===== src/rtl/char_link_tx.sv =====
// Parallel character-link transmitter: FIFO-buffered bytes framed as setup/strobe/hold/gap.
// Optional CHARTX_NEWLINE_EXPAND_EN: a sent 0x0D is followed by an internally generated 0x0A frame.
module char_link_tx #(
    parameter int unsigned DEPTH     = 8,
    parameter int unsigned SETUP_CYC = 4,
    parameter int unsigned PULSE_CYC = 8,
    parameter int unsigned HOLD_CYC  = 4,
    parameter int unsigned GAP_CYC   = 16
) (
    input  logic                     iCLK,
    input  logic                     iRST_n,
    input  logic [7:0]               iData,
    input  logic                     iValid,
    output logic                     oReady,
    input  logic                     iClrOvf,
    output logic [7:0]               oLinkData,
    output logic                     oLinkStrobe,
    output logic [$clog2(DEPTH):0]   oCount,
    output logic                     oBusy,
    output logic                     oOverflow
);
    localparam int unsigned AW = $clog2(DEPTH);
    localparam int unsigned CW = AW + 1;

    typedef enum logic [2:0] {S_IDLE, S_SETUP, S_STROBE, S_HOLD, S_GAP} state_e;

    state_e          state_q, state_d;
    logic [15:0]     cnt_q, cnt_d;
    logic [7:0]      data_q, data_d;
    logic            strobe_q, strobe_d;
    logic [AW-1:0]   wptr_q, wptr_d, rptr_q, rptr_d;
    logic [CW-1:0]   count_q, count_d;
    logic            ovf_q, ovf_d;
    logic [7:0]      mem [DEPTH];
    logic            ready, push, pop;
`ifdef CHARTX_NEWLINE_EXPAND_EN
    logic            nl_q, nl_d;
`endif

    assign ready = (count_q < CW'(DEPTH));
    assign push  = iValid && ready;

    always_ff @(posedge iCLK) begin
        if (push) mem[wptr_q] <= iData;
    end

    always_comb begin
        state_d  = state_q;
        cnt_d    = cnt_q;
        data_d   = data_q;
        strobe_d = strobe_q;
        pop      = 1'b0;
`ifdef CHARTX_NEWLINE_EXPAND_EN
        nl_d     = nl_q;
`endif
        case (state_q)
            S_IDLE: begin
`ifdef CHARTX_NEWLINE_EXPAND_EN
                // Pending LF takes the slot a FIFO pop would use, keeping frame spacing identical.
                if (nl_q) begin
                    data_d  = 8'h0A;
                    nl_d    = 1'b0;
                    state_d = S_SETUP;
                    cnt_d   = 16'(SETUP_CYC - 1);
                end else
`endif
                if (count_q != '0) begin
                    pop     = 1'b1;
                    data_d  = mem[rptr_q];
                    state_d = S_SETUP;
                    cnt_d   = 16'(SETUP_CYC - 1);
`ifdef CHARTX_NEWLINE_EXPAND_EN
                    nl_d    = (mem[rptr_q] == 8'h0D);
`endif
                end
            end
            S_SETUP: begin
                if (cnt_q == 16'd0) begin
                    state_d  = S_STROBE;
                    strobe_d = 1'b1;
                    cnt_d    = 16'(PULSE_CYC - 1);
                end else begin
                    cnt_d = cnt_q - 16'd1;
                end
            end
            S_STROBE: begin
                if (cnt_q == 16'd0) begin
                    state_d  = S_HOLD;
                    strobe_d = 1'b0;
                    cnt_d    = 16'(HOLD_CYC - 1);
                end else begin
                    cnt_d = cnt_q - 16'd1;
                end
            end
            S_HOLD: begin
                if (cnt_q == 16'd0) begin
                    state_d = S_GAP;
                    cnt_d   = 16'(GAP_CYC - 1);
                end else begin
                    cnt_d = cnt_q - 16'd1;
                end
            end
            S_GAP: begin
                if (cnt_q == 16'd0) begin
                    state_d = S_IDLE;
                end else begin
                    cnt_d = cnt_q - 16'd1;
                end
            end
            default: begin
                state_d  = S_IDLE;
                strobe_d = 1'b0;
            end
        endcase
    end

    always_comb begin
        wptr_d  = push ? wptr_q + AW'(1) : wptr_q;
        rptr_d  = pop  ? rptr_q + AW'(1) : rptr_q;
        count_d = count_q;
        case ({push, pop})
            2'b10:   count_d = count_q + CW'(1);
            2'b01:   count_d = count_q - CW'(1);
            default: count_d = count_q;
        endcase
        ovf_d = ovf_q;
        if (iValid && !ready) begin
            ovf_d = 1'b1;
        end else if (iClrOvf) begin
            ovf_d = 1'b0;
        end
    end

    always_ff @(posedge iCLK or negedge iRST_n) begin
        if (!iRST_n) begin
            state_q  <= S_IDLE;
            cnt_q    <= '0;
            data_q   <= '0;
            strobe_q <= 1'b0;
            wptr_q   <= '0;
            rptr_q   <= '0;
            count_q  <= '0;
            ovf_q    <= 1'b0;
`ifdef CHARTX_NEWLINE_EXPAND_EN
            nl_q     <= 1'b0;
`endif
        end else begin
            state_q  <= state_d;
            cnt_q    <= cnt_d;
            data_q   <= data_d;
            strobe_q <= strobe_d;
            wptr_q   <= wptr_d;
            rptr_q   <= rptr_d;
            count_q  <= count_d;
            ovf_q    <= ovf_d;
`ifdef CHARTX_NEWLINE_EXPAND_EN
            nl_q     <= nl_d;
`endif
        end
    end

    assign oReady      = ready;
    assign oLinkData   = data_q;
    assign oLinkStrobe = strobe_q;
    assign oCount      = count_q;
    assign oOverflow   = ovf_q;
`ifdef CHARTX_NEWLINE_EXPAND_EN
    assign oBusy       = (count_q != '0) || (state_q != S_IDLE) || nl_q;
`else
    assign oBusy       = (count_q != '0) || (state_q != S_IDLE);
`endif

endmodule


===== config.mk =====
export PLATFORM = sky130hd
export DESIGN_NAME = char_link_tx
export DESIGN_NICKNAME = d
export VERILOG_FILES = /design/src/rtl/char_link_tx.sv
export SDC_FILE = /design/constraint.sdc
export NUM_CORES = 1
export LEC_CHECK = 0
export ABC_AREA = 0
export BUFFER_PORTS_ARGS = -buffer_cell sky130_fd_sc_hd__buf_2
export CAP_MARGIN = 20
export CORE_UTILIZATION = 35
export CTS_BUF_LIST = sky130_fd_sc_hd__clkbuf_2
export CTS_CLUSTER_DIAMETER = 100
export DETAILED_ROUTE_END_ITERATION = 10
export GPL_TIMING_DRIVEN = 0
export HOLD_SLACK_MARGIN = 0.03
export MAX_ROUTING_LAYER = met4
export PLACE_DENSITY = 0.47
export SYNTH_ARGS = -nofsm -noshare
export SYNTH_HDL_FRONTEND = slang
export SYNTH_SLANG_ARGS = --single-unit

===== constraint.sdc =====
create_clock -name iCLK -period 3.7 [get_ports iCLK]
set_clock_uncertainty 0.2 [all_clocks]
set_input_delay 0.555 -clock iCLK [delete_from_list [all_inputs] [get_ports iCLK]]
set_output_delay 0.555 -clock iCLK [all_outputs]
set_load 0.005 [all_outputs]

# --- Word level (Yosys, flattened, before mapping) ---
# Memories as Yosys holds them, arrays and structs flattened. A register that Yosys moved wholly into a read port is not among the register bits.
# Cells that the tools add are included.
word_totals:
  reg_bits: 31
  ram_bits: 64
  in_bits: 12
  out_inout_bits: 16
  memories: 1
op_classes:
  n_addsub: 5
  magnitude_cmp: 1
  n_eq_ne: 12
  n_mux: 22
  bitwise_logic: 1
  reduce_logical: 17
memory_table:
  columns: ["name", "words", "word_bits", "rd", "rd_ports_with_merged_regs", "write_ports", "line_no", "source"]
  rows:
  - ["mem", 8, 8, 1, 1, 1, "34", "logic [7:0] mem [DEPTH];"]
ops:
  columns: ["operator", "n"]
  rows:
  - ["$mux 16", 5]
  - ["$pmux 16 s5", 1]
  - ["$logic_not 16->1", 1]
  - ["$sub 16x1->16 const B", 1]
  - ["$mux 3", 5]
  - ["$pmux 3 s5", 1]
  - ["$ne 2x2->1 const B", 6]
  - ["$mux 1", 8]
  - ["$pmux 4 s2", 1]
  - ["$add 3x1->3 const B", 2]
  - ["$eq 3x2->1 const B", 2]
  - ["$reduce_and 3->1", 2]
  - ["$reduce_and 5->1", 1]
  - ["$reduce_bool 5->1", 1]
  - ["$add 4x1->4 const B", 1]
  - ["$lt 4x4->1 const B", 1]
  - ["$reduce_bool 2->1", 2]
  - ["$reduce_bool 4->1", 1]
  - ["$sub 4x1->4 const B", 1]
  - ["$eq 3x1->1 const B", 1]
  - ["$eq 3x3->1 const B", 1]
  - ["$logic_not 3->1", 1]
  - ["$pmux 1 s3", 1]
  - ["$reduce_bool 3->1", 1]
  - ["8 further kinds", 10]

# --- Logic depth before layout (Yosys ltp) ---
# Gate-level depths: netlist (run 1).
depth:
  depth_word: 5
  ltp_mapped: 11
  mapped_depth_nobuf: 10

# --- Worst setup path after synthesis (run 1) ---
# No wires, ideal clock.
synth_path:
  kind: "register to register"
  startpoint: "reg count_q[1], in the netlist oCount[1]"
  endpoint: "reg count_q[3], in the netlist oCount[3]"
  setup_ns: 0.122
  arrival_time_ns: 2.244
  required_time_ns: 3.378
  setup_slack_ns: 1.133
  path_stages_with_launch: 11
  path_buffers: 0
  period_less_slack_ns: 2.567
  path_cell_list: "dfrtp_1 -> nor4_1 -> nand2b_1 -> inv_1 -> ha_1 -> ha_1 -> a21o_1 -> a21oi_1 -> xnor2_1 -> nor2_1 -> xnor2_1"
synth_between:
  elab_chain_len: 5
  word_cells_on_any_way: 11
  cone_classes: "2 x add/sub; 1 x order compare; 2 x eq/ne; 3 x mux; 3 x reduce/logical"
synth_rtl:
  columns: ["element", "line_no", "source"]
  rows:
  - ["start: declaration", "32", "logic [CW-1:0] count_q, count_d;"]
  - ["start signal: assignment", "154", "count_q <= count_d;"]
  - ["$reduce_bool 4->1 (*)", "67", "if (count_q != '0) begin"]
  - ["$mux 1 (*)", "67", null]
  - ["$mux 1 (*)", "56", "case (state_q)"]
  - ["via pop", "35", "logic ready, push, pop;"]
  - ["$eq 2x1->1 / $eq 2x2->1 (equally long branches)", "121", "case ({push, pop})"]
  - ["$pmux 4 s2 / $reduce_bool 2->1 (equally long branches)", null, null]
# Mark *: on every way through the listed nets, which the timed path passes. The rest lies on a longest branch.
# A chain may end at the register's enable or synchronous reset.

# --- Worst setup path after layout (run 1) ---
# Ends and elaborated chain as after synthesis.

==> load_flow_metrics.sql, run 1 <==
INSERT INTO impl_metrics (metric_group, metric, value, unit) VALUES
('timing', 'unrepaired_setup_endpoints_after_global_routing', 'no', ''),
('timing', 'slew_headroom', '37.63', '%'),
('setup_path', 'worstSetupStartpointType', 'flop', ''),
('floorplan', 'floorplan.rows', '41', ''),
('floorplan', 'fp.coreArea', '12720', 'sq um'),
('cells_and_area', 'finalNetCount', '398', ''),
('place', 'numPortBuffers', '27', ''),
('floorplan', 'io_pins', '28', ''),
('power_and_ir_drop', 'ir_worst_vdd', '0.2174', 'mV'),
('grt', 'grt_overflow_total', '0', ''),
('detailed_routing', 'total_wirelength_of_the_detailed_routed_design', '9522', 'um'),
('clock_network', 'clock_path_buffers', '2', ''),
('setup_path', 'critPathRequiredTime', '4.03', 'ns'),
('detailed_routing', 'vias', '2771', ''),
('synthesis', 'synth.yosys.seq_area_share', '62.95', '%'),
('flow_run', 'timing.max_cap.violations', '0', ''),
('clock_network', 'cts_num_sinks', '103', ''),
('synthesis', 'netlist_area', '4603', 'sq um'),
('floorplan', 'die_h', '116.7', 'um'),
('floorplan', 'die_w', '116.7', 'um'),
('detailed_routing', 'routed_antenna_nets', '0', ''),
('detailed_routing', 'route.detailed.drc', '0', ''),
('clock_network', 'clock_insertion_delay_worst_skew', '0.60', 'ns'),
('synthesis', 'syn-instance-count', '330', ''),
('grt', 'grt_antenna_before_repair', '0', ''),
('cells_and_area', 'drive_above_1_share', '20.57', '%'),
('timing', 'timing.final.crit_period', '3.091', 'ns'),
('setup_path', 'crit_path_end_kind', 'flop', ''),
('timing', 'setup-violations-final', '0', ''),
('detailed_routing', 'route.detailed.wl_per_inst', '17.13', 'um'),
('timing', 'fin_tns_setup', '0', 'ns'),
('synthesis', 'postSynthAreaPerCell', '13.95', 'sq um'),
('clock_network', 'clock_root_buffer', 'clkbuf_2', ''),
('detailed_routing', 'detailed_route_iter0_violations', '174', ''),
('timing', 'drv_slew', '0', ''),
('setup_path', 'worst_ep_arrival_time', '3.42', 'ns'),
('floorplan', 'design.die.area', '13610', 'sq um'),
('clock_network', 'clkTransAtPathRegs', '0.29', 'ns'),
('grt', 'grt_first_pass_wirelength', '15490', 'um'),
('place', 'place_hpwl', '6317', 'um'),
('synthesis', 'async_flop_share', '37.86', '%'),
('synthesis', 'synth.yosys.warnings', '0', ''),
('cells_and_area', 'diodes', '0', ''),
('synthesis', 'count_of_flip_flops_with_a_built_in_enable_after_synthesis', '64', ''),
('run_status', 'run_status', 'finished, final reports clean', ''),
('floorplan', 'initial_core_util', '36.18', '%'),
('clock_network', 'cts-htree-levels', '3', ''),
('synthesis', 'postSynthNetCount', '349', ''),
('grt', 'via_count_of_the_first_global_routing_pass', '2797', ''),
('synthesis', 'synth_ff_type', 'edfxtp_1', ''),
('timing', 'hold_viol', '0', ''),
('timing', 'tightest_slew', '0.9271', 'ns'),
('grt', 'largest_net_degree_at_the_start_of_global_routing', '40', ''),
('power_and_ir_drop', 'powerDensity', '652.5', 'nW/um^2'),
('setup_path', 'cp_max_fo', '5', ''),
('timing', 'clock.fmax', '323.5', 'MHz'),
('timing', 'fin_crit_sh', '83.55', '%'),
('power_and_ir_drop', 'leakagePower', '1.899', 'nW'),
('setup_path', 'critical_path_class', 'flop to flop', ''),
('clock_network', 'clock_tree_from_tritoncts', 'built', ''),
('grt', 'overall_global_routing_resource_usage', '16.11', '%'),
('place', 'routabilityCongestion', '0.7976', ''),
('cells_and_area', 'layout-area-overhead-vs-synth', '12.94', '%'),
('detailed_routing', 'drt_pass1_iterations', '4', ''),
('synthesis', 'synth_largest_type_area_fraction', '41.75', '%'),
('synthesis', 'synthDistinctLibCells', '54', ''),
('detailed_routing', 'vias_per_cell', '4.984', ''),
('cells_and_area', 'finalCoreUtilization', '40.86', '%'),
('synthesis', 'synth.top_cells.by_area', 'edfxtp_1 (42%), dfrtp_1 (21%), mux4_2 (7.8%), nand2_1 (2.4%), mux2i_1 (2.2%)', ''),
('synthesis', 'cell_accounting_for_the_most_synthesized_area', 'edfxtp_1', ''),
('clock_network', 'numCtsBuffers', '9', ''),
('clock_network', 'post_cts_buffers', '0', ''),
('synthesis', 'register_bit_count_reported_by_yosys', '103', ''),
('worst_hold_path', 'timing.hold.worst.class', 'input pin to flop', '');
synth_stat cells, drive strengths merged (2+ instances only):
library cell	count
o2111ai	2
dfrtp	39
nand3	6
or3	5
xor2	3
clkbuf	5
mux4	16
nand4	3
nor3	6
edfxtp	64
o31ai	11
nor2	23
nor3b	2
nand2b	4
o311ai	2
o21ai	16
a21o	4
or4	8
ha	6
nand4b	2
nor4	2
inv	12
nand2	30
o22ai	2
a31oi	2
buf	10
xnor2	9
mux2i	10
a21oi	12
metrics by stage:
stage	worst slack (ns)	area, sq um	total power [W]	hold WS [ns]	instances
CTS	0.5580	5199	0.003443	0.1190	556
global placement	0.6503	4954	0.002813	0.2645	529
global route	0.3811	5199	0.003670	0.1285	556
floorplan	1.133	4603	0.002490	0.05941	330
detailed placement	0.6473	4964	0.002845	0.2679	529
finish	0.6086	5199	0.003392	0.2003	556
power by group:
group | total (W) | switching [W] | internal [W] | leakage (nW)
combinational | 0.00115 | 0.000618 | 0.000534 | 0.764
clock | 0.000581 | 0.000409 | 0.000172 | 0.0803
sequential | 0.00166 | 0.000184 | 0.00148 | 1.05
logic make-up (layout without fill, tap and decap cells):
logic type               count (synthesis)  after routing  share of synthesized area, %
adder cells (fa/ha/maj)                  7              7                         2.066
buffers and inverters                   27             81                         2.881
AND/OR/NAND/NOR                         97             97                         11.50
XOR/XNOR                                12             12                         2.283
multiplexers                            27             27                         10.25
flip-flops                             103            103                         62.95
AO/OA/AOI/OAI                           57             57                         8.073
path summary, 6_finish.rpt:
kind,from,endpoint,cells after the start,slack (ns)
setup / recovery,oCount[1]$_DFFE_PN0P_,oCount[3]$_DFFE_PN0P_,10,0.61
hold / removal,iValid,wptr_q[2]$_DFFE_PN0P_,4,0.20
setup reg to reg,oCount[1]$_DFFE_PN0P_,oCount[3]$_DFFE_PN0P_,10,0.61
hold reg to reg,wptr_q[2]$_DFFE_PN0P_,wptr_q[2]$_DFFE_PN0P_,1,0.31
max in group asynchronous,iRST_n,oLinkData[4]$_DFFE_PN0P_,2,2.35
min in group asynchronous,iRST_n,cnt_q[8]$_DFFE_PN0P_,2,0.38
worst max-delay path: stages (launching register included):
cell	delay, ns
dfrtp_1	0.49
nor4_1	0.82
nand2b_1	0.22
inv_1	0.12
ha_1	0.24
ha_1	0.28
a21o_1	0.18
a21oi_1	0.16
xnor2_1	0.14
nor2_1	0.07
xnor2_1	0.12
layer usage:
metal  up-vias  GRT usage (%)  share of wire [%]  routed length (um)
met5         -              -                  0                   0
met4         0          4.219               0.87                  83
met3         8          4.826                3.3                 318
met2        45          23.08                 45                4305
met1      1366          22.24                 51                4815
li1       1352              -                  -                   -
cell usage in the layout (no fill, tap or decap), types with 5 or more instances in the layout:
master | synthesis | routed
inv_1 | 12 | 12
nand3_1 | 6 | 6
o31ai_1 | 11 | 11
or4_1 | 8 | 8
xnor2_1 | 9 | 9
mux4_2 | 16 | 16
dfrtp_1 | 39 | 39
o21ai_0 | 15 | 15
edfxtp_1 | 64 | 64
clkbuf_1 | 5 | 5
buf_2 | 6 | 33
ha_1 | 6 | 6
nor2_1 | 21 | 21
nand2_1 | 30 | 30
mux2i_1 | 10 | 10
a21oi_1 | 11 | 11
clkbuf_2 | 0 | 10
dlygate4sd3_1 | 0 | 11
sequential cells by signal, summed over array words and instances (netlist names):
| register | flops |
|---|---|
| mem | 64 |
| cnt_q | 16 |
| oLinkData | 8 |
| oCount | 4 |
| rptr_q | 3 |
| state_q | 3 |
| wptr_q | 3 |
| oLinkStrobe | 1 |
| oOverflow | 1 |
area by class of cell:
type,instances,area (sq um)
fillers,1235,7523
plain buffers,15,87.58
inverters,12,45.04
well taps,172,215.2
clock buffers,10,50.05
flip-flops and latches,103,2898
multi-input cells,200,1583
clock inverters,6,75.07
repair buffers,38,245.2
what timing repair did:
action                                 CTS  global route
setup endpoints to repair                0             0
gates resized for setup                  0             0
endpoints found under the hold margin  104             0
hold buffers                            11             0
(Power assumes the default switching activity.)
==> run 2: changes to the inputs <==
--- a/config.mk
+++ b/config.mk
@@ -15,7 +15,7 @@
 export GPL_TIMING_DRIVEN = 0
 export HOLD_SLACK_MARGIN = 0.03
 export MAX_ROUTING_LAYER = met4
-export PLACE_DENSITY = 0.47
+export PLACE_DENSITY = 0.49
 export SYNTH_ARGS = -nofsm -noshare
 export SYNTH_HDL_FRONTEND = slang
 export SYNTH_SLANG_ARGS = --single-unit
==> constraint.sdc (replaced) <==
create_clock -name iCLK -period 2.65 [get_ports iCLK]
set_clock_uncertainty 0.2 [all_clocks]
set_input_delay 0.3975 -clock iCLK [delete_from_list [all_inputs] [get_ports iCLK]]
set_output_delay 0.3975 -clock iCLK [all_outputs]
set_load 0.005 [all_outputs]
==> load_flow_metrics.sql, run 2 (synthesized netlist as in run 1, its figures left out) <==
INSERT INTO impl_metrics (metric_group, metric, value, unit) VALUES
('run_status', 'run_status', 'finished, final reports clean', ''),
('floorplan', 'fp.coreArea', '12720', 'sq um'),
('clock_network', 'cts_num_sinks', '103', ''),
('cells_and_area', 'largest_register_ffs', '64', ''),
('place', 'place_hpwl', '6334', 'um'),
('power_and_ir_drop', 'leakagePower', '1.927', 'nW'),
('setup_path', 'worst_r2r_endpoint', 'oCount[3]$_DFFE_PN0P_', ''),
('grt', 'grt_antenna_before_repair', '0', ''),
('clock_network', 'clock_tree_from_tritoncts', 'built', ''),
('setup_path', 'crit_path_end_kind', 'flop', ''),
('timing', 'slew_headroom', '39.24', '%'),
('setup_path', 'critPathSlowestCell', 'dfrtp_1', ''),
('cells_and_area', 'registers.top_by_ff_count', 'mem', ''),
('clock_network', 'clock_root_buffer', 'clkbuf_2', ''),
('detailed_routing', 'vias', '2786', ''),
('setup_path', 'critPathRequiredTime', '2.95', 'ns'),
('setup_path', 'rrSetupSlack', '0.11', 'ns'),
('timing', 'unrepaired_setup_endpoints_after_global_routing', 'yes', ''),
('cells_and_area', 'final_cell_area', '5266', 'sq um'),
('cells_and_area', 'diodes', '0', ''),
('detailed_routing', 'total_wirelength_of_the_detailed_routed_design', '9341', 'um'),
('timing', 'fin_tns_setup', '0', 'ns'),
('detailed_routing', 'drt_pass1_iterations', '5', ''),
('cells_and_area', 'nFillCells', '1283', ''),
('setup_path', 'cp_max_fo', '4', ''),
('timing', 'drv_slew', '0', ''),
('cells_and_area', 'layout-area-overhead-vs-synth', '14.41', '%'),
('setup_path', 'worst_path_most_repeated_cell', 'xnor2_1', ''),
('timing', 'worst_hold_slack', '0.2480', 'ns'),
('setup_path', 'worstReg2RegStart', 'oCount[1]$_DFFE_PN0P_', ''),
('detailed_routing', 'route.detailed.drc', '0', ''),
('clock_network', 'clkTransAtPathRegs', '0.26', 'ns'),
('timing', 'clock.fmax', '393.9', 'MHz'),
('detailed_routing', 'routed_antenna_nets', '0', ''),
('power_and_ir_drop', 'p_total', '0.004727', 'W'),
('detailed_routing', 'detailed_route_iter0_violations', '137', ''),
('floorplan', 'die_w', '116.7', 'um'),
('place', 'numPortBuffers', '27', ''),
('clock_network', 'numCtsBuffers', '9', ''),
('timing', 'fin_crit_sh', '95.80', '%'),
('setup_path', 'critical_path_class', 'flop to flop', ''),
('worst_hold_path', 'timing.hold.worst.class', 'input pin to async pin', ''),
('floorplan', 'floorplan.rows', '41', ''),
('cells_and_area', 'finalCoreUtilization', '41.39', '%'),
('power_and_ir_drop', 'ir_worst_vdd', '0.2860', 'mV'),
('grt', 'largest_net_degree_at_the_start_of_global_routing', '40', ''),
('detailed_routing', 'route.detailed.wl_per_inst', '16.62', 'um'),
('grt', 'grt_overflow_total', '0', ''),
('timing', 'timing.final.crit_period', '2.539', 'ns'),
('power_and_ir_drop', 'powerDensity', '897.6', 'nW/um^2'),
('setup_path', 'worst_ep_arrival_time', '2.84', 'ns'),
('setup_path', 'reg2reg_depth', '10', ''),
('flow_run', 'timing.max_cap.violations', '0', ''),
('place', 'detailed_place.area', '4966', 'sq um'),
('floorplan', 'io_pins', '28', ''),
('grt', 'overall_global_routing_resource_usage', '15.97', '%'),
('place', 'routabilityCongestion', '0.7683', ''),
('setup_path', 'worstSetupStartpointType', 'flop', ''),
('timing', 'tightest_slew', '0.9114', 'ns'),
('timing', 'hold_viol', '0', ''),
('clock_network', 'cts-htree-levels', '3', ''),
('floorplan', 'design.die.area', '13610', 'sq um'),
('setup_path', 'critPathMaxStageDelay', '0.49', 'ns'),
('grt', 'grt_first_pass_wirelength', '15120', 'um'),
('timing', 'setup-violations-final', '0', ''),
('cells_and_area', 'mostFrequentLayoutCell', 'edfxtp_1', ''),
('floorplan', 'die_h', '116.7', 'um'),
('cells_and_area', 'most-common-layout-cells', 'edfxtp_1 (64), dfrtp_1 (39), buf_2 (33), nand2_1 (30), nor2_1 (20)', ''),
('clock_network', 'clock_path_buffers', '2', ''),
('cells_and_area', 'finalNetCount', '404', ''),
('grt', 'via_count_of_the_first_global_routing_pass', '2774', ''),
('cells_and_area', 'drive_above_1_share', '22.31', '%'),
('setup_path', 'crit_path_cell_trace', 'nor4_4 -> nand2b_1 -> inv_2 -> ha_2 -> ha_1 -> a21o_1 -> a21oi_1 -> xnor2_1 -> nor2_1 -> xnor2_1', ''),
('detailed_routing', 'vias_per_cell', '4.957', ''),
('clock_network', 'clock_insertion_delay_worst_skew', '0.57', 'ns'),
('floorplan', 'initial_core_util', '36.18', '%');
## run 2: changes by cell type in the layout (fill, tap and decap cells not counted), sizes merged
cell | previous run | this run
buf | 37 | 42
clkbuf | 15 | 14
clkinv | 2 | 4
dlygate4sd3 | 11 | 12
inv | 15 | 14
## run 2: report_power, final
group	total [W]	internal (W)	leakage [nW]	switching [W]
sequential	0.00234	0.00206	1.05	0.000280
combinational	0.00165	0.000778	0.801	0.000872
clock	0.000739	0.000220	0.0717	0.000519
## run 2: area by class of cell
cell class | count | area (sq um) | area share [%]
buffer | 15 | 87.58 | 1.663
clock inverter | 7 | 68.82 | 1.307
timing repair buffer | 44 | 292.8 | 5.560
multi-input combinational | 200 | 1614 | 30.65
sequential | 103 | 2898 | 55.02
inverter | 12 | 45.04 | 0.8553
clock buffer | 9 | 45.04 | 0.8553
tap | 172 | 215.2 | 4.086
## run 2: how the worst max path moves through the flow
stage	start	to	cells past startpoint
floorplan	oCount[1]$_DFFE_PN0P_	oCount[3]$_DFFE_PN0P_	10
global placement	oCount[3]$_DFFE_PN0P_	oCount[3]$_DFFE_PN0P_	10
detailed placement	oCount[3]$_DFFE_PN0P_	oCount[3]$_DFFE_PN0P_	10
CTS	oCount[1]$_DFFE_PN0P_	oCount[3]$_DFFE_PN0P_	10
global route	state_q[1]$_DFFE_PN0P_	oBusy	6
finish	oCount[1]$_DFFE_PN0P_	oCount[3]$_DFFE_PN0P_	10
## run 2: metal layers
| layer | wire, um | track usage, % | up-vias |
|---|---|---|---|
| met1 | 4621 | 21.52 | 1377 |
| met4 | 111 | 7.173 | 0 |
| li1 | - | - | 1363 |
| met5 | 0 | - | - |
| met2 | 4371 | 23.23 | 40 |
| met3 | 236 | 3.321 | 6 |
## run 2: worst max-delay path: cells and delay by family, from the launching register on
kind / cells / cell delay, ns
compound gates: 2 / 0.35
buf+inv: 1 / 0.08
simple gates: 3 / 0.65
fa+ha+maj: 2 / 0.46
xor+xnor: 2 / 0.26
flops: 1 / 0.49
## run 2: through the flow
| step | std cells | setup slack [ns] |
|---|---|---|
| floorplan | 330 | 0.08332 |
| global placement | 529 | -0.3998 |
| detailed placement | 530 | -0.4826 |
| CTS | 560 | 0.01348 |
| global route | 562 | -0.04797 |
| finish | 562 | 0.1112 |
## run 2: repair_timing
action | CTS | global route
endpoints found under the setup margin | 15 | 13
hold buffers | 12 | 0
pin swaps | 2 | 1
hold endpoints to repair | 105 | 0
gates resized for setup | 3 | 5
buffers inserted | 2 | 2
==> run 3: changes to the inputs <==
--- a/config.mk
+++ b/config.mk
@@ -8,6 +8,7 @@
 export ABC_AREA = 0
 export BUFFER_PORTS_ARGS = -buffer_cell sky130_fd_sc_hd__buf_2
 export CAP_MARGIN = 20
+export CORE_ASPECT_RATIO = 0.7
 export CORE_UTILIZATION = 35
 export CTS_BUF_LIST = sky130_fd_sc_hd__clkbuf_2
 export CTS_CLUSTER_DIAMETER = 100
@@ -15,7 +16,7 @@
 export GPL_TIMING_DRIVEN = 0
 export HOLD_SLACK_MARGIN = 0.03
 export MAX_ROUTING_LAYER = met4
-export PLACE_DENSITY = 0.49
+export PLACE_DENSITY = 0.47
 export SYNTH_ARGS = -nofsm -noshare
 export SYNTH_HDL_FRONTEND = slang
 export SYNTH_SLANG_ARGS = --single-unit
==> constraint.sdc (replaced) <==
create_clock -name iCLK -period 2.6 [get_ports iCLK]
set_clock_uncertainty 0.2 [all_clocks]
set_input_delay 0.39 -clock iCLK [delete_from_list [all_inputs] [get_ports iCLK]]
set_output_delay 0.39 -clock iCLK [all_outputs]
set_load 0.005 [all_outputs]
==> load_flow_metrics.sql, run 3 (synthesized netlist as in run 1, its figures left out) <==
INSERT INTO impl_metrics (metric_group, metric, value, unit) VALUES
('timing', 'timing.final.crit_period', '2.519', 'ns'),
('floorplan', 'initial_core_util', '36.43', '%'),
('timing', 'setup-violations-final', '0', ''),
('cells_and_area', 'mostFrequentLayoutCell', 'edfxtp_1', ''),
('clock_network', 'clock_path_buffers', '2', ''),
('cells_and_area', 'nFillCells', '1201', ''),
('power_and_ir_drop', 'p_seq_share', '49.8', '%'),
('setup_path', 'crit_path_cell_trace', 'nor4_4 -> nand2b_1 -> inv_1 -> ha_1 -> ha_1 -> a21o_1 -> a21oi_1 -> xnor2_1 -> nor2_1 -> xnor2_1', ''),
('clock_network', 'clock_insertion_delay_worst_skew', '0.58', 'ns'),
('setup_path', 'worstSetupStartpointType', 'flop', ''),
('floorplan', 'floorplan.rows', '34', ''),
('power_and_ir_drop', 'internal_power', '0.003057', 'W'),
('grt', 'grt_antenna_before_repair', '0', ''),
('cells_and_area', 'most-common-layout-cells', 'edfxtp_1 (64), dfrtp_1 (37), buf_2 (33), nand2_1 (29), nor2_1 (17)', ''),
('detailed_routing', 'drt_pass1_iterations', '7', ''),
('floorplan', 'die_w', '139.1', 'um'),
('worst_hold_path', 'timing.hold.worst.class', 'flop to flop', ''),
('cells_and_area', 'layout-area-overhead-vs-synth', '15.00', '%'),
('setup_path', 'critPathSlowestCell', 'dfrtp_1', ''),
('clock_network', 'clkTransAtPathRegs', '0.29', 'ns'),
('timing', 'tightest_slew', '0.9009', 'ns'),
('cells_and_area', 'final_cells', '553', ''),
('clock_network', 'cts-htree-levels', '3', ''),
('setup_path', 'cpLargestDelayFamily', 'simple AND/OR/NAND/NOR gates', ''),
('detailed_routing', 'routed_antenna_nets', '0', ''),
('setup_path', 'critPathRequiredTime', '2.91', 'ns'),
('floorplan', 'design.die.area', '13620', 'sq um'),
('clock_network', 'clock_tree_from_tritoncts', 'built', ''),
('cells_and_area', 'largest_register_ffs', '64', ''),
('clock_network', 'cts_num_sinks', '103', ''),
('floorplan', 'fp.coreArea', '12630', 'sq um'),
('floorplan', 'die_h', '97.95', 'um'),
('detailed_routing', 'vias', '2889', ''),
('power_and_ir_drop', 'share_clk_of_total_power', '15.6', '%'),
('power_and_ir_drop', 'switching_share', '36.62', '%'),
('place', 'numPortBuffers', '27', ''),
('power_and_ir_drop', 'switching_power', '0.001767', 'W'),
('setup_path', 'worst-path-buf-inv', '1', ''),
('run_status', 'failed_checks', 'DRC', ''),
('cells_and_area', 'drive_above_1_share', '24.30', '%'),
('timing', 'fin_crit_sh', '96.88', '%'),
('grt', 'global_route.usage.met2', '22.14', '%'),
('timing', 'worst_hold_slack', '0.3122', 'ns'),
('grt', 'use_met3', '3.580', '%'),
('floorplan', 'io_pins', '28', ''),
('place', 'place_hpwl', '6505', 'um'),
('power_and_ir_drop', 'combinationalPowerShare', '34.6', '%'),
('power_and_ir_drop', 'powerDensity', '911.3', 'nW/um^2'),
('grt', 'largest_net_degree_at_the_start_of_global_routing', '40', ''),
('grt', 'overall_global_routing_resource_usage', '15.92', '%'),
('run_status', 'run_status', 'finished, violations left', ''),
('detailed_routing', 'total_wirelength_of_the_detailed_routed_design', '9787', 'um'),
('timing', 'hold_viol', '0', ''),
('grt', 'grt_overflow_total', '0', ''),
('cells_and_area', 'finalNetCount', '405', ''),
('timing', 'drv_slew', '0', ''),
('setup_path', 'worst_ep_arrival_time', '2.83', 'ns'),
('flow_run', 'timing.max_cap.violations', '0', ''),
('detailed_routing', 'route.detailed.drc', '1', ''),
('timing', 'slew_headroom', '39.72', '%'),
('timing', 'clock.fmax', '397.0', 'MHz'),
('setup_path', 'cp_max_fo', '4', ''),
('setup_path', 'critPathMaxStageDelay', '0.50', 'ns'),
('grt', 'globalRoute.busiestLayer', 'met1', ''),
('setup_path', 'crit_path_end_kind', 'flop', ''),
('clock_network', 'numCtsBuffers', '9', ''),
('grt', 'grt_first_pass_wirelength', '15620', 'um'),
('detailed_routing', 'route.detailed.wl_per_inst', '17.70', 'um'),
('cells_and_area', 'diodes', '0', ''),
('detailed_routing', 'detailed_route_iter0_violations', '222', ''),
('detailed_routing', 'vias_per_cell', '5.224', ''),
('setup_path', 'critical_path_class', 'flop to flop', ''),
('power_and_ir_drop', 'leakagePower', '1.944', 'nW'),
('grt', 'via_count_of_the_first_global_routing_pass', '2752', ''),
('cells_and_area', 'registers.top_by_ff_count', 'mem', ''),
('place', 'routabilityCongestion', '0.8444', ''),
('clock_network', 'clock_root_buffer', 'clkbuf_2', ''),
('grt', 'gr_layer_usage_met1', '23.50', '%'),
('timing', 'unrepaired_setup_endpoints_after_global_routing', 'yes', ''),
('place', 'placedCellCount', '519', ''),
('power_and_ir_drop', 'ir_worst_vdd', '0.4514', 'mV');
run 3: cell types whose count changed in the layout (fill, tap and decap cells not counted), moves of 2 or more:
| cell | change |
|---|---|
| inv_6 | +2 |
| dfrtp_1 | -2 |
| nor2_2 | +3 |
| clkbuf_1 | -2 |
| nor2_1 | -3 |
| dfrtp_2 | +2 |
| clkinv_1 | -2 |
run 3: final cells by class:
cell class,count,area [sq um],share of cell area (%)
flip-flops and latches,103,2900,54.79
repair buffers,46,322.8,6.098
multi-input cells,200,1622,30.63
clock inverters,7,71.32,1.347
clock buffers,9,45.04,0.8509
inverters,12,45.04,0.8509
plain buffers,14,85.08,1.607
well taps,162,202.7,3.829
run 3: worst min-delay path, stage by stage, from the launching register on:
cell     delay (ns)
dfrtp_1        0.41
nand2_1        0.04
o21ai_0        0.05
run 3: path summary, 6_finish.rpt:
kind	from	end	slack, ns	depth (start not counted)
setup / recovery	oCount[2]$_DFFE_PN0P_	oCount[3]$_DFFE_PN0P_	0.08	10
hold / removal	oLinkData[1]$_DFFE_PN0P_	oLinkData[1]$_DFFE_PN0P_	0.31	2
setup reg to reg	oCount[2]$_DFFE_PN0P_	oCount[3]$_DFFE_PN0P_	0.08	10
hold reg to reg	oLinkData[1]$_DFFE_PN0P_	oLinkData[1]$_DFFE_PN0P_	0.31	2
max in group asynchronous	iRST_n	oCount[3]$_DFFE_PN0P_	1.17	4
min in group asynchronous	iRST_n	cnt_q[3]$_DFFE_PN0P_	0.53	3
run 3: timing repair:
action,in CTS,in global routing
pin swaps,2,0
setup buffers,4,1
hold buffers,12,1
gates cloned,0,0
setup endpoints to repair,25,24
resized for setup,5,8
endpoints found under the hold margin,106,12
run 3: stage by stage:
step	TNS (ns)	total power (W)	setup WS (ns)	instance area [sq um]	util, %
floorplan	0	0.003544	0.03332	4603	-
global placement	-9.443	0.004016	-0.4246	4941	39.11
detailed placement	-4.360	0.004046	-0.4001	4951	39.19
CTS	0	0.004882	0.05352	5245	41.51
global route	-0.08482	0.005193	-0.07871	5294	41.90
finish	0	0.004824	0.08113	5294	41.90
run 3: power groups by stage:
| stage | clock network, W | registers, W | logic, W |
|---|---|---|---|
| 3_3_place_gp | 0 | 0.00239 | 0.00163 |
| 2_1_floorplan | 0 | 0.00235 | 0.00120 |
| 5_1_grt | 0.000844 | 0.00247 | 0.00188 |
| 4_1_cts | 0.000796 | 0.00239 | 0.00169 |
| 6_report | 0.000751 | 0.00240 | 0.00167 |
| 3_5_place_dp | 0 | 0.00240 | 0.00164 |
run 3: metal layers:
metal / up-vias / share of wire [%]
met4: 0 / 0.99
li1: 1375 / -
met5: - / 0
met3: 9 / 4.4
met2: 73 / 44
met1: 1432 / 50
